[src/rtl/ctrl_pkg.sv]
// ctrl_pkg
// Shared definitions for the Mini-SRC control unit:
//   - instruction opcodes (OP_LD .. OP_HALT) taken from ir[31:27]
//   - ALU_ADD, the ALU operation used for address and offset adds
//   - MEM_TIMEOUT, the memory-wait limit used when CTRL_MEM_TIMEOUT_EN is defined
//   - state_t, the fetch/execute step encoding (T0..T7, HALT)
//   - instr_class_t, the groups of opcodes that share one step sequence
package ctrl_pkg;

    localparam logic [4:0] OP_LD   = 5'b00000;
    localparam logic [4:0] OP_LDI  = 5'b00001;
    localparam logic [4:0] OP_ST   = 5'b00010;
    localparam logic [4:0] OP_ADD  = 5'b00011;
    localparam logic [4:0] OP_SUB  = 5'b00100;
    localparam logic [4:0] OP_AND  = 5'b00101;
    localparam logic [4:0] OP_OR   = 5'b00110;
    localparam logic [4:0] OP_SHR  = 5'b00111;
    localparam logic [4:0] OP_SHRA = 5'b01000;
    localparam logic [4:0] OP_SHL  = 5'b01001;
    localparam logic [4:0] OP_ROR  = 5'b01010;
    localparam logic [4:0] OP_ROL  = 5'b01011;
    localparam logic [4:0] OP_ADDI = 5'b01100;
    localparam logic [4:0] OP_ANDI = 5'b01101;
    localparam logic [4:0] OP_ORI  = 5'b01110;
    localparam logic [4:0] OP_MUL  = 5'b01111;
    localparam logic [4:0] OP_DIV  = 5'b10000;
    localparam logic [4:0] OP_NEG  = 5'b10001;
    localparam logic [4:0] OP_NOT  = 5'b10010;
    localparam logic [4:0] OP_BRX  = 5'b10011;
    localparam logic [4:0] OP_JR   = 5'b10100;
    localparam logic [4:0] OP_IN   = 5'b10110;
    localparam logic [4:0] OP_OUT  = 5'b10111;
    localparam logic [4:0] OP_MFHI = 5'b11000;
    localparam logic [4:0] OP_MFLO = 5'b11001;
    localparam logic [4:0] OP_NOP  = 5'b11010;
    localparam logic [4:0] OP_HALT = 5'b11011;

    localparam logic [4:0] ALU_ADD = 5'b00011;

    localparam int MEM_TIMEOUT = 15;

    // T0..T7 are numbered so that state[2:0] is the step index.
    typedef enum logic [3:0] {
        T0   = 4'd0,
        T1   = 4'd1,
        T2   = 4'd2,
        T3   = 4'd3,
        T4   = 4'd4,
        T5   = 4'd5,
        T6   = 4'd6,
        T7   = 4'd7,
        HALT = 4'd8
    } state_t;

    typedef enum logic [3:0] {
        CL_ALU,     // add..rol: reg-reg ALU
        CL_IMM,     // addi/andi/ori
        CL_MULDIV,  // mul/div: 64-bit result to HI/LO
        CL_UNARY,   // neg/not
        CL_LD,
        CL_LDI,
        CL_ST,
        CL_BRX,
        CL_JR,
        CL_IN,
        CL_OUT,
        CL_MFHI,
        CL_MFLO,
        CL_NOP,     // nop and every undefined opcode
        CL_HALT
    } instr_class_t;

endpackage

[src/rtl/ctrl_decode.sv]
// ctrl_decode
// Combinational opcode decode for the control unit.
// Ports:
//   op        in  5  instruction opcode, ir[31:27]
//   cls       out    instruction class selecting the execute step table
//   last_step out 3  index of the final step (2 = no execute steps)
module ctrl_decode
    import ctrl_pkg::*;
(
    input  logic [4:0]   op,
    output instr_class_t cls,
    output logic [2:0]   last_step
);

    always_comb begin
        cls       = CL_NOP;
        last_step = 3'd2;
        case (op) inside
            [OP_ADD:OP_ROL]: begin
                cls       = CL_ALU;
                last_step = 3'd5;
            end
            [OP_ADDI:OP_ORI]: begin
                cls       = CL_IMM;
                last_step = 3'd5;
            end
            OP_MUL, OP_DIV: begin
                cls       = CL_MULDIV;
                last_step = 3'd6;
            end
            OP_NEG, OP_NOT: begin
                cls       = CL_UNARY;
                last_step = 3'd4;
            end
            OP_LD: begin
                cls       = CL_LD;
                last_step = 3'd7;
            end
            OP_LDI: begin
                cls       = CL_LDI;
                last_step = 3'd5;
            end
            OP_ST: begin
                cls       = CL_ST;
                last_step = 3'd7;
            end
            OP_BRX: begin
                cls       = CL_BRX;
                last_step = 3'd6;
            end
            OP_JR: begin
                cls       = CL_JR;
                last_step = 3'd3;
            end
            OP_IN: begin
                cls       = CL_IN;
                last_step = 3'd3;
            end
            OP_OUT: begin
                cls       = CL_OUT;
                last_step = 3'd3;
            end
            OP_MFHI: begin
                cls       = CL_MFHI;
                last_step = 3'd3;
            end
            OP_MFLO: begin
                cls       = CL_MFLO;
                last_step = 3'd3;
            end
            OP_HALT: begin
                cls       = CL_HALT;
                last_step = 3'd2;
            end
            default: begin
                cls       = CL_NOP;
                last_step = 3'd2;
            end
        endcase
    end

endmodule

[src/rtl/control_unit.sv]
// control_unit
// Moore FSM sequencing the Mini-SRC bus datapath through fetch (T0..T2) and
// execute (T3..T7). Outputs are decoded from the current state and ir[31:27].
//
// Memory handshake: in a memory step (T1, ld T6, st T7) Read/Write is held
// while mem_ready=0; mem_ready=1 in any cycle of the step advances on the
// next rising edge (mem_ready high on entry means no wait).
//
// Optional build macro CTRL_MEM_TIMEOUT_EN: a memory step that waits
// MEM_TIMEOUT cycles without mem_ready goes to HALT and sets the sticky
// fault flag. Without the macro the step waits forever and fault is 0.
//
// Ports:
//   clk, clr           clock, synchronous active-high reset
//   ir, con_in         IR contents and CON_FF result (status from datapath)
//   mem_ready, stop    memory completion, halt request at instruction boundary
//   *_out, Rout, BAout bus source selects (at most one per cycle)
//   *_enable           register loads
//   Read, Write, IncPC memory strobes and PC increment
//   Gra, Grb, Grc, Rin select-and-encode controls
//   opcode             ALU operation
//   run, fault         executing flag, sticky memory-timeout flag
//   dbg_state          current FSM state (state_t encoding)
module control_unit
    import ctrl_pkg::*;
(
    input  logic        clk,
    input  logic        clr,
    input  logic [31:0] ir,
    input  logic        con_in,
    input  logic        mem_ready,
    input  logic        stop,
    output logic        PC_out,
    output logic        ZHigh_out,
    output logic        ZLow_out,
    output logic        HI_out,
    output logic        LO_out,
    output logic        In_port_out,
    output logic        C_out,
    output logic        MDR_out,
    output logic        MDR_enable,
    output logic        MAR_enable,
    output logic        Z_enable,
    output logic        Y_enable,
    output logic        IR_enable,
    output logic        PC_enable,
    output logic        CON_enable,
    output logic        LO_enable,
    output logic        HI_enable,
    output logic        OutPort_enable,
    output logic        Read,
    output logic        Write,
    output logic        IncPC,
    output logic        Gra,
    output logic        Grb,
    output logic        Grc,
    output logic        Rin,
    output logic        Rout,
    output logic        BAout,
    output logic [4:0]  opcode,
    output logic        run,
    output logic        fault,
    output logic [3:0]  dbg_state
);

    state_t       state_q;
    state_t       state_d;
    state_t       boundary;
    logic [4:0]   op;
    instr_class_t cls;
    logic [2:0]   last_step;
    logic         mem_step;
    logic         mem_hold;
    logic         timeout;
    logic         unused_ir;

    assign op        = ir[31:27];
    assign unused_ir = ^ir[26:0];
    assign dbg_state = state_q;

    ctrl_decode u_decode (
        .op        (op),
        .cls       (cls),
        .last_step (last_step)
    );

    assign mem_step = (state_q == T1)
                   || (state_q == T6 && cls == CL_LD)
                   || (state_q == T7 && cls == CL_ST);
    assign mem_hold = mem_step && !mem_ready;

`ifdef CTRL_MEM_TIMEOUT_EN
    logic [3:0] wait_cnt;
    logic       fault_q;

    assign timeout = mem_hold && (wait_cnt == 4'(MEM_TIMEOUT));
    assign fault   = fault_q;

    // Counts cycles spent waiting in the current memory step; any cycle
    // that is not a wait (including the timeout itself) clears it.
    always_ff @(posedge clk) begin
        if (clr) begin
            wait_cnt <= 4'd0;
            fault_q  <= 1'b0;
        end else begin
            if (mem_hold && !timeout) begin
                wait_cnt <= wait_cnt + 4'd1;
            end else begin
                wait_cnt <= 4'd0;
            end
            if (timeout) begin
                fault_q <= 1'b1;
            end
        end
    end
`else
    assign timeout = 1'b0;
    assign fault   = 1'b0;
`endif

    // State register and run flag.
    always_ff @(posedge clk) begin
        if (clr) begin
            state_q <= T0;
            run     <= 1'b1;
        end else begin
            state_q <= state_d;
            run     <= (state_d != HALT);
        end
    end

    // Next state. The '>=' guard returns to the boundary even if IR changes
    // under an instruction and the current step lies past its last step.
    always_comb begin
        state_d  = state_q;
        boundary = stop ? HALT : T0;
        case (state_q)
            T0:   state_d = T1;
            HALT: state_d = HALT;
            default: begin
                if (timeout) begin
                    state_d = HALT;
                end else if (mem_hold) begin
                    state_d = state_q;
                end else if (state_q == T2 && cls == CL_HALT) begin
                    state_d = HALT;
                end else if (state_q == T7 || state_q[2:0] >= last_step) begin
                    state_d = boundary;
                end else begin
                    state_d = state_t'(state_q + 4'd1);
                end
            end
        endcase
    end

    // Moore output decode; everything is 0 during clr and in HALT.
    always_comb begin
        PC_out         = 1'b0;
        ZHigh_out      = 1'b0;
        ZLow_out       = 1'b0;
        HI_out         = 1'b0;
        LO_out         = 1'b0;
        In_port_out    = 1'b0;
        C_out          = 1'b0;
        MDR_out        = 1'b0;
        MDR_enable     = 1'b0;
        MAR_enable     = 1'b0;
        Z_enable       = 1'b0;
        Y_enable       = 1'b0;
        IR_enable      = 1'b0;
        PC_enable      = 1'b0;
        CON_enable     = 1'b0;
        LO_enable      = 1'b0;
        HI_enable      = 1'b0;
        OutPort_enable = 1'b0;
        Read           = 1'b0;
        Write          = 1'b0;
        IncPC          = 1'b0;
        Gra            = 1'b0;
        Grb            = 1'b0;
        Grc            = 1'b0;
        Rin            = 1'b0;
        Rout           = 1'b0;
        BAout          = 1'b0;
        opcode         = 5'd0;
        if (!clr) begin
            case (state_q)
                T0: begin
                    PC_out     = 1'b1;
                    MAR_enable = 1'b1;
                    IncPC      = 1'b1;
                    PC_enable  = 1'b1;
                end
                T1: begin
                    Read       = 1'b1;
                    MDR_enable = 1'b1;
                end
                T2: begin
                    MDR_out   = 1'b1;
                    IR_enable = 1'b1;
                end
                T3: begin
                    case (cls)
                        CL_ALU, CL_IMM: begin
                            Grb = 1'b1; Rout = 1'b1; Y_enable = 1'b1;
                        end
                        CL_MULDIV: begin
                            Gra = 1'b1; Rout = 1'b1; Y_enable = 1'b1;
                        end
                        CL_UNARY: begin
                            Grb = 1'b1; Rout = 1'b1; opcode = op; Z_enable = 1'b1;
                        end
                        CL_LD, CL_LDI, CL_ST: begin
                            Grb = 1'b1; BAout = 1'b1; Y_enable = 1'b1;
                        end
                        CL_BRX: begin
                            Gra = 1'b1; Rout = 1'b1; CON_enable = 1'b1;
                        end
                        CL_JR: begin
                            Gra = 1'b1; Rout = 1'b1; PC_enable = 1'b1;
                        end
                        CL_IN: begin
                            In_port_out = 1'b1; Gra = 1'b1; Rin = 1'b1;
                        end
                        CL_OUT: begin
                            Gra = 1'b1; Rout = 1'b1; OutPort_enable = 1'b1;
                        end
                        CL_MFHI: begin
                            HI_out = 1'b1; Gra = 1'b1; Rin = 1'b1;
                        end
                        CL_MFLO: begin
                            LO_out = 1'b1; Gra = 1'b1; Rin = 1'b1;
                        end
                        default: ;
                    endcase
                end
                T4: begin
                    case (cls)
                        CL_ALU: begin
                            Grc = 1'b1; Rout = 1'b1; opcode = op; Z_enable = 1'b1;
                        end
                        CL_IMM: begin
                            C_out = 1'b1; opcode = op; Z_enable = 1'b1;
                        end
                        CL_MULDIV: begin
                            Grb = 1'b1; Rout = 1'b1; opcode = op; Z_enable = 1'b1;
                        end
                        CL_UNARY: begin
                            ZLow_out = 1'b1; Gra = 1'b1; Rin = 1'b1;
                        end
                        CL_LD, CL_LDI, CL_ST: begin
                            C_out = 1'b1; opcode = ALU_ADD; Z_enable = 1'b1;
                        end
                        CL_BRX: begin
                            PC_out = 1'b1; Y_enable = 1'b1;
                        end
                        default: ;
                    endcase
                end
                T5: begin
                    case (cls)
                        CL_ALU, CL_IMM, CL_LDI: begin
                            ZLow_out = 1'b1; Gra = 1'b1; Rin = 1'b1;
                        end
                        CL_MULDIV: begin
                            ZLow_out = 1'b1; LO_enable = 1'b1;
                        end
                        CL_LD, CL_ST: begin
                            ZLow_out = 1'b1; MAR_enable = 1'b1;
                        end
                        CL_BRX: begin
                            C_out = 1'b1; opcode = ALU_ADD; Z_enable = 1'b1;
                        end
                        default: ;
                    endcase
                end
                T6: begin
                    case (cls)
                        CL_MULDIV: begin
                            ZHigh_out = 1'b1; HI_enable = 1'b1;
                        end
                        CL_LD: begin
                            Read = 1'b1; MDR_enable = 1'b1;
                        end
                        CL_ST: begin
                            Gra = 1'b1; Rout = 1'b1; MDR_enable = 1'b1;
                        end
                        CL_BRX: begin
                            // Branch taken only when CON_FF is set.
                            ZLow_out  = con_in;
                            PC_enable = con_in;
                        end
                        default: ;
                    endcase
                end
                T7: begin
                    case (cls)
                        CL_LD: begin
                            MDR_out = 1'b1; Gra = 1'b1; Rin = 1'b1;
                        end
                        CL_ST: begin
                            Write = 1'b1;
                        end
                        default: ;
                    endcase
                end
                default: ;
            endcase
        end
    end

endmodule

[config.mk]
export PLATFORM = sky130hd
export DESIGN_NAME = control_unit
export DESIGN_NICKNAME = d
export VERILOG_FILES = /design/src/rtl/ctrl_pkg.sv /design/src/rtl/ctrl_decode.sv /design/src/rtl/control_unit.sv
export SDC_FILE = /design/constraint.sdc
export NUM_CORES = 1
export LEC_CHECK = 0
export CAP_MARGIN = 25
export CORE_MARGIN = 3
export CORE_UTILIZATION = 42
export CTS_BUF_LIST = sky130_fd_sc_hd__clkbuf_8
export DETAILED_ROUTE_END_ITERATION = 16
export PLACE_DENSITY = 0.89
export SLEW_MARGIN = 20
export SYNTH_ARGS = -nofsm -noshare
export SYNTH_HDL_FRONTEND = slang
export SYNTH_SLANG_ARGS = --single-unit
[constraint.sdc]
create_clock -name clk -period 4.9 [get_ports clk]
set_input_delay 1.225 -clock clk [delete_from_list [all_inputs] [get_ports clk]]
set_output_delay 1.225 -clock clk [all_outputs]
set_load 0.02 [all_outputs]
# Word-level counts from Yosys, hierarchy flattened

Index checks and enable logic that the tools add are counted.
W data, S select, Z words.

Input bits: 37
Output and inout bits: 38
Flip-flop bits (word level): 5
Word-level logic and storage cells: 180

Order comparisons: 5
Reductions and logical operators: 26
Eq/ne operators: 35
Add/subtract/negate cells: 1
Muxes and demuxes: 111

Operators by type and width:

| operator             | number |
|---|---|
| $mux W4              | 17 |
| $mux W1              | 61 |
| $eq A5 B5 Y1 const B | 10 |
| $mux W3              | 12 |
| $eq A4 B3 Y1 const B | 8 |
| $eq A4 B4 Y1 const B | 7 |
| $eq A4 B2 Y1 const B | 4 |
| $pmux W1 S2          | 8 |
| $pmux W5 S3          | 1 |
| $reduce_or A7 Y1     | 2 |
| $pmux W1 S3          | 4 |
| $reduce_or A3 Y1     | 4 |
| $reduce_or A6 Y1     | 2 |
| $le A5 B4 Y1 const B | 2 |
| $mux W5              | 2 |
| $pmux W5 S2          | 1 |
| $eq A4 B1 Y1 const B | 2 |
| $logic_not A4 Y1     | 2 |
| $pmux W4 S2          | 1 |
| $reduce_or A2 Y1     | 4 |
| $logic_and A1 B1 Y1  | 6 |
| $eq A5 B1 Y1 const B | 1 |
| $eq A5 B2 Y1 const B | 1 |
| $eq A5 B4 Y1 const B | 1 |
| other kinds (12)     | 15 |

# Longest topological paths before layout

Depth after elaboration: 23
Mapped depth: 14
Gate-level depth less buffers: 12

# Cells and area by module

Synthesis repeated with hierarchy kept, for this count alone.

Cell total of the unflattened synthesis: 201
Area, all modules: 1,322.5 um2

Modules (own cells, without submodules):

| module       | times used | area each (um2) | sequential area each (um2) | cells each |
|---|---|---|---|---|
| control_unit | 1          | 1,069.8         | 100.1                      | 162 |
| ctrl_decode  | 1          | 252.7           | 0.0                        | 39 |

# Least setup slack after synthesis

No wires, ideal clock.

Path type: input -> output
Start point: in ir[31]
End point: out Gra
Required time: 3,675 ps
Stages: 7
Path buffers: 1
Slack: 918 ps
Arrival: 2,757 ps
Cells stage by stage: clkbuf_1 -> inv_1 -> nor2_1 -> nand2_1 -> or3_1 -> and2_1 -> a32oi_1

Longest elaborated chain between the ends: 20
Elaborated cells on any way between the ends: 58
Those cells by class: order compare: 4; eq/ne: 25; mux: 21; reduce/logical: 8

RTL lines:

| item                                                           | line                                     | source |
|---|---|---|
| start: declaration                                             | control_unit.sv:29                       | `input logic [31:0] ir,` |
| $eq A5 B5 Y1 (no line)                                         | -                                        |  |
| $mux W2                                                        | ctrl_decode.sv:18                        | `case (op) inside` |
| $mux W4 (12 in series)                                         | ctrl_decode.sv:18                        |  |
| $mux W4 *                                                      | ctrl_decode.sv:18                        |  |
| $eq A4 B2 Y1 (tied with other cells)                           | control_unit.sv:203                      | `case (cls)` |
| $reduce_or A7 Y1 (no line) or $reduce_or A3 Y1 (tied branches) | -                                        |  |
| $mux W1 (on tied branches)                                     | control_unit.sv:203, control_unit.sv:261 |  |
| $pmux W1 S5 *                                                  | control_unit.sv:187                      | `case (state_q)` |
| $mux W1 *                                                      | control_unit.sv:186                      | `if (!clr) begin` |
| end: declaration                                               | control_unit.sv:54                       | `output logic Gra,` |

Mark *: on every way between the ends. The rest lies on a longest branch, timed or not.

# Final worst setup path

Start point: in ir[28]
End point: out opcode[0]

Longest elaborated chain between the ends: 20
Elaborated cells on any way between the ends: 51
Those cells by class: order compare: 4; eq/ne: 20; mux: 19; reduce/logical: 8

RTL lines:

| item                                 | line                | source |
|---|---|---|
| $eq A5 B5 Y1 (no line)               | -                   |  |
| $mux W2                              | ctrl_decode.sv:18   |  |
| $mux W4 (12 in series)               | ctrl_decode.sv:18   |  |
| $mux W4 *                            | ctrl_decode.sv:18   |  |
| $eq A4 B3 Y1 (tied with other cells) | control_unit.sv:238 | `case (cls)` |
| $reduce_or A3 Y1                     | -                   |  |
| $pmux W5 S2                          | control_unit.sv:238 |  |
| $pmux W5 S3 *                        | control_unit.sv:187 |  |
| $mux W5 *                            | control_unit.sv:186 |  |
| end: declaration                     | control_unit.sv:60  | `output logic [4:0] opcode,` |

Marks and branches as above.

==> results.json <==
{
  "outcome": "finished clean",
  "crit_path_end_kind": "primary output",
  "ys_ff_latch": 5,
  "ant_nets": 0,
  "critPathLaunchType": "primary input",
  "preCtsSetupSlack_ps": 135.4,
  "grt-ovfl-total": 0,
  "drv_slew": 0,
  "finalCritPeriodShare_pct": 96.38,
  "portBuffers": 46,
  "ctsHoldBuffers": 0,
  "cp.required_ps": 3670,
  "place_congestion": 0.9251,
  "antenna_found_initial": 0,
  "routed_wl_um": 4322,
  "route.detailed.drc": 0,
  "worstPathArrival_ps": 3500,
  "viasPerCell": 5.958,
  "r2r_end": "run",
  "path_clk_slew_ps": 40,
  "power_mw": 0.4209,
  "period_needed_ps": 4722,
  "synth_edf_count": 0,
  "fin_util_pct": 66.71,
  "coreArea_sq_um": 2781,
  "dpl_cell_area_sq_um": 1805,
  "yosys.cell_types.count": 51,
  "worstSetupStartpoint": "ir[28]",
  "first_pass_iters": 5,
  "dieArea_sq_um": 3650,
  "grt_pass1_vias": 1474,
  "hp-class": "flip-flop to flip-flop",
  "wl_per_cell_um": 15.27,
  "final_area_sq_um": 1856,
  "worstSetupEndpoint": "opcode[0]",
  "hpwl_um": 3290,
  "grt_first_pass_wirelength_um": 6644,
  "cellPowerDensity_nw_per_um2": 226.8,
  "fin_tns_setup_ps": 0,
  "synthFlopType": "dfxtp_1",
  "reg2reg_depth": 7,
  "area_growth_pct": 49.20,
  "layout.nets": 297,
  "syn_area_sq_um": 1244,
  "peakVddDrop_mv": 0.3297,
  "initial_core_util_pct": 44.71,
  "fmax_mhz": 211.8,
  "grt_use_total_pct": 23.32,
  "r2r_setup_slack_ps": 2450,
  "grt_max_degree": 17,
  "clock-root-buffer": "clkbuf_8",
  "r2r_start": "dbg_state[1]",
  "finClkSkew_ps": 0.8440,
  "worst_slack_ps": 177.6,
  "die_w_um": 60.42,
  "syn_avg_cell_area_sq_um": 6.218,
  "rsz0062_at_grt": "false",
  "vias": 1686,
  "ys_seq_area_share_pct": 8.048,
  "worstSetupPathType": "primary input to primary output",
  "cts.sinks": 5,
  "ys_warn_count": 0,
  "hold_viol_final": 0,
  "fp-row-count": 19,
  "cp_max_fo": 12,
  "final_layout_size_suffix_gt1_share_pct": 12.70,
  "numCtsBuffers": 3,
  "max_cap_viol_count": 0,
  "leakage_nw": 0.7199,
  "die_y_um": 60.42,
  "num_antenna_cells": 0,
  "syn-num-nets": 244,
  "cts_max_path_buffers": 2,
  "setup_violations": 0,
  "drtIter0Drc": 105,
  "cts_tree": "done",
  "clkLatencyLatePin_ps": 220,
  "synthCells": 200,
  "h-tree-depth": 1,
  "ios": 75,
  "async_flop_share_pct": 0
}
[state kept, by name (all words and copies together) (netlist names)]
name	count
run	1
dbg_state	4
[timing repair]
action	in CTS	in global routing
setup buffers	0	0
hold endpoints to repair	0	0
endpoints found under the setup margin	0	1
resized for setup	0	2
[how the worst min path moves through the flow]
| stage | start | endpoint | slack (ps) | cells past startpoint |
|---|---|---|---|---|
| 3_5_place_dp | dbg_state[1] | dbg_state[1] | 700 | 2 |
| 5_1_grt | dbg_state[2] | dbg_state[2] | 810 | 2 |
| 6_report | dbg_state[2] | dbg_state[2] | 780 | 2 |
| 4_1_cts | dbg_state[2] | dbg_state[2] | 760 | 2 |
| 2_1_floorplan | dbg_state[1] | dbg_state[1] | 710 | 2 |
| 3_3_place_gp | dbg_state[1] | dbg_state[1] | 700 | 2 |
[layer usage]
metal,vias to the layer above,routed length [um],track usage (%)
li1,820,-,-
met1,777,1854,32.53
met2,87,2103,39.20
met3,2,348,2.340
met4,0,16,4.644
met5,-,0,0
[layout by cell type, fill, tap and decap left out, drive strengths merged, types with 2 or more instances in the layout]
| cell | count |
|---|---|
| clkdlybuf4s50 | 45 |
| nor2 | 26 |
| buf | 22 |
| a21oi | 20 |
| nand2 | 19 |
| o21ai | 10 |
| nand3 | 9 |
| and2 | 7 |
| nor2b | 7 |
| nand2b | 7 |
| ha | 7 |
| nor3 | 7 |
| inv | 6 |
| and3 | 5 |
| a31oi | 5 |
| dfxtp | 5 |
| o211ai | 4 |
| nor4 | 4 |
| nand4 | 3 |
| clkbuf | 3 |
| a32oi | 3 |
| o31ai | 2 |
| a22oi | 2 |
| a21o | 2 |
| and3b | 2 |
[worst max-delay path: stages]
cell	delay, ps
clkdlybuf4s50_1	750
nor2b_1	230
and3_1	200
nand3_1	150
o21ai_0	150
a21oi_1	60
nor2_1	100
clkdlybuf4s50_1	620
[stage by stage]
step	std cells	hold WS, ps
finish	283	777.5
global route	283	813.7
CTS	283	755.3
detailed placement	279	701.2
global placement	279	695.4
floorplan	200	709.5
[report_power, final]
part	internal, mW	switching (mW)	total (mW)
Combinational	0.122	0.156	0.279
Sequential	0.0498	0.0189	0.0687
Clock	0.0537	0.0199	0.0735
Total	0.226	0.195	0.421
[synth_stat cells, drive strengths merged (2+ instances only)]
master / count / area (sq um)
nor2: 26 / 97.59
a21oi: 20 / 103.9
nand2: 19 / 71.32
clkbuf: 12 / 45.04
o21ai: 10 / 50.04
nand3: 9 / 45.04
buf: 8 / 57.55
and2: 7 / 43.79
ha: 7 / 87.58
nand2b: 7 / 43.79
nor2b: 7 / 43.79
nor3: 7 / 40.04
a31oi: 5 / 31.28
and3: 5 / 31.28
dfxtp: 5 / 100.1
inv: 5 / 18.77
nor4: 4 / 25.02
o211ai: 4 / 30.03
a32oi: 3 / 45.05
nand4: 3 / 18.77
a21o: 2 / 15.01
a22oi: 2 / 15.01
and3b: 2 / 21.27
o31ai: 2 / 15.01
[cell families (layout without fill, tap and decap cells)]
| group | count (synthesis) | count (layout) | share of synthesized area (%) |
|---|---|---|---|
| buffers and inverters | 25 | 77 | 9.758 |
| adders and majority gates | 7 | 7 | 7.042 |
| other | 1 | 1 | 0.3015 |
| and+or+nand+nor | 102 | 102 | 42.15 |
| AOI/OAI and AO/OA | 59 | 59 | 31.99 |
| xor gates and xnor gates | 1 | 1 | 0.7044 |
| DFF | 5 | 5 | 8.049 |
[cell type report]
class,count,area [sq um]
Fill cell,242,925.9
Timing Repair Buffer,68,628.1
Multi-Input combinational cell,170,1025
Tap cell,31,38.79
Sequential cell,5,100.1
Inverter,5,18.77
Clock buffer,3,41.29
Clock inverter,1,3.754
No activity file was read; power rests on OpenSTA's default activity.
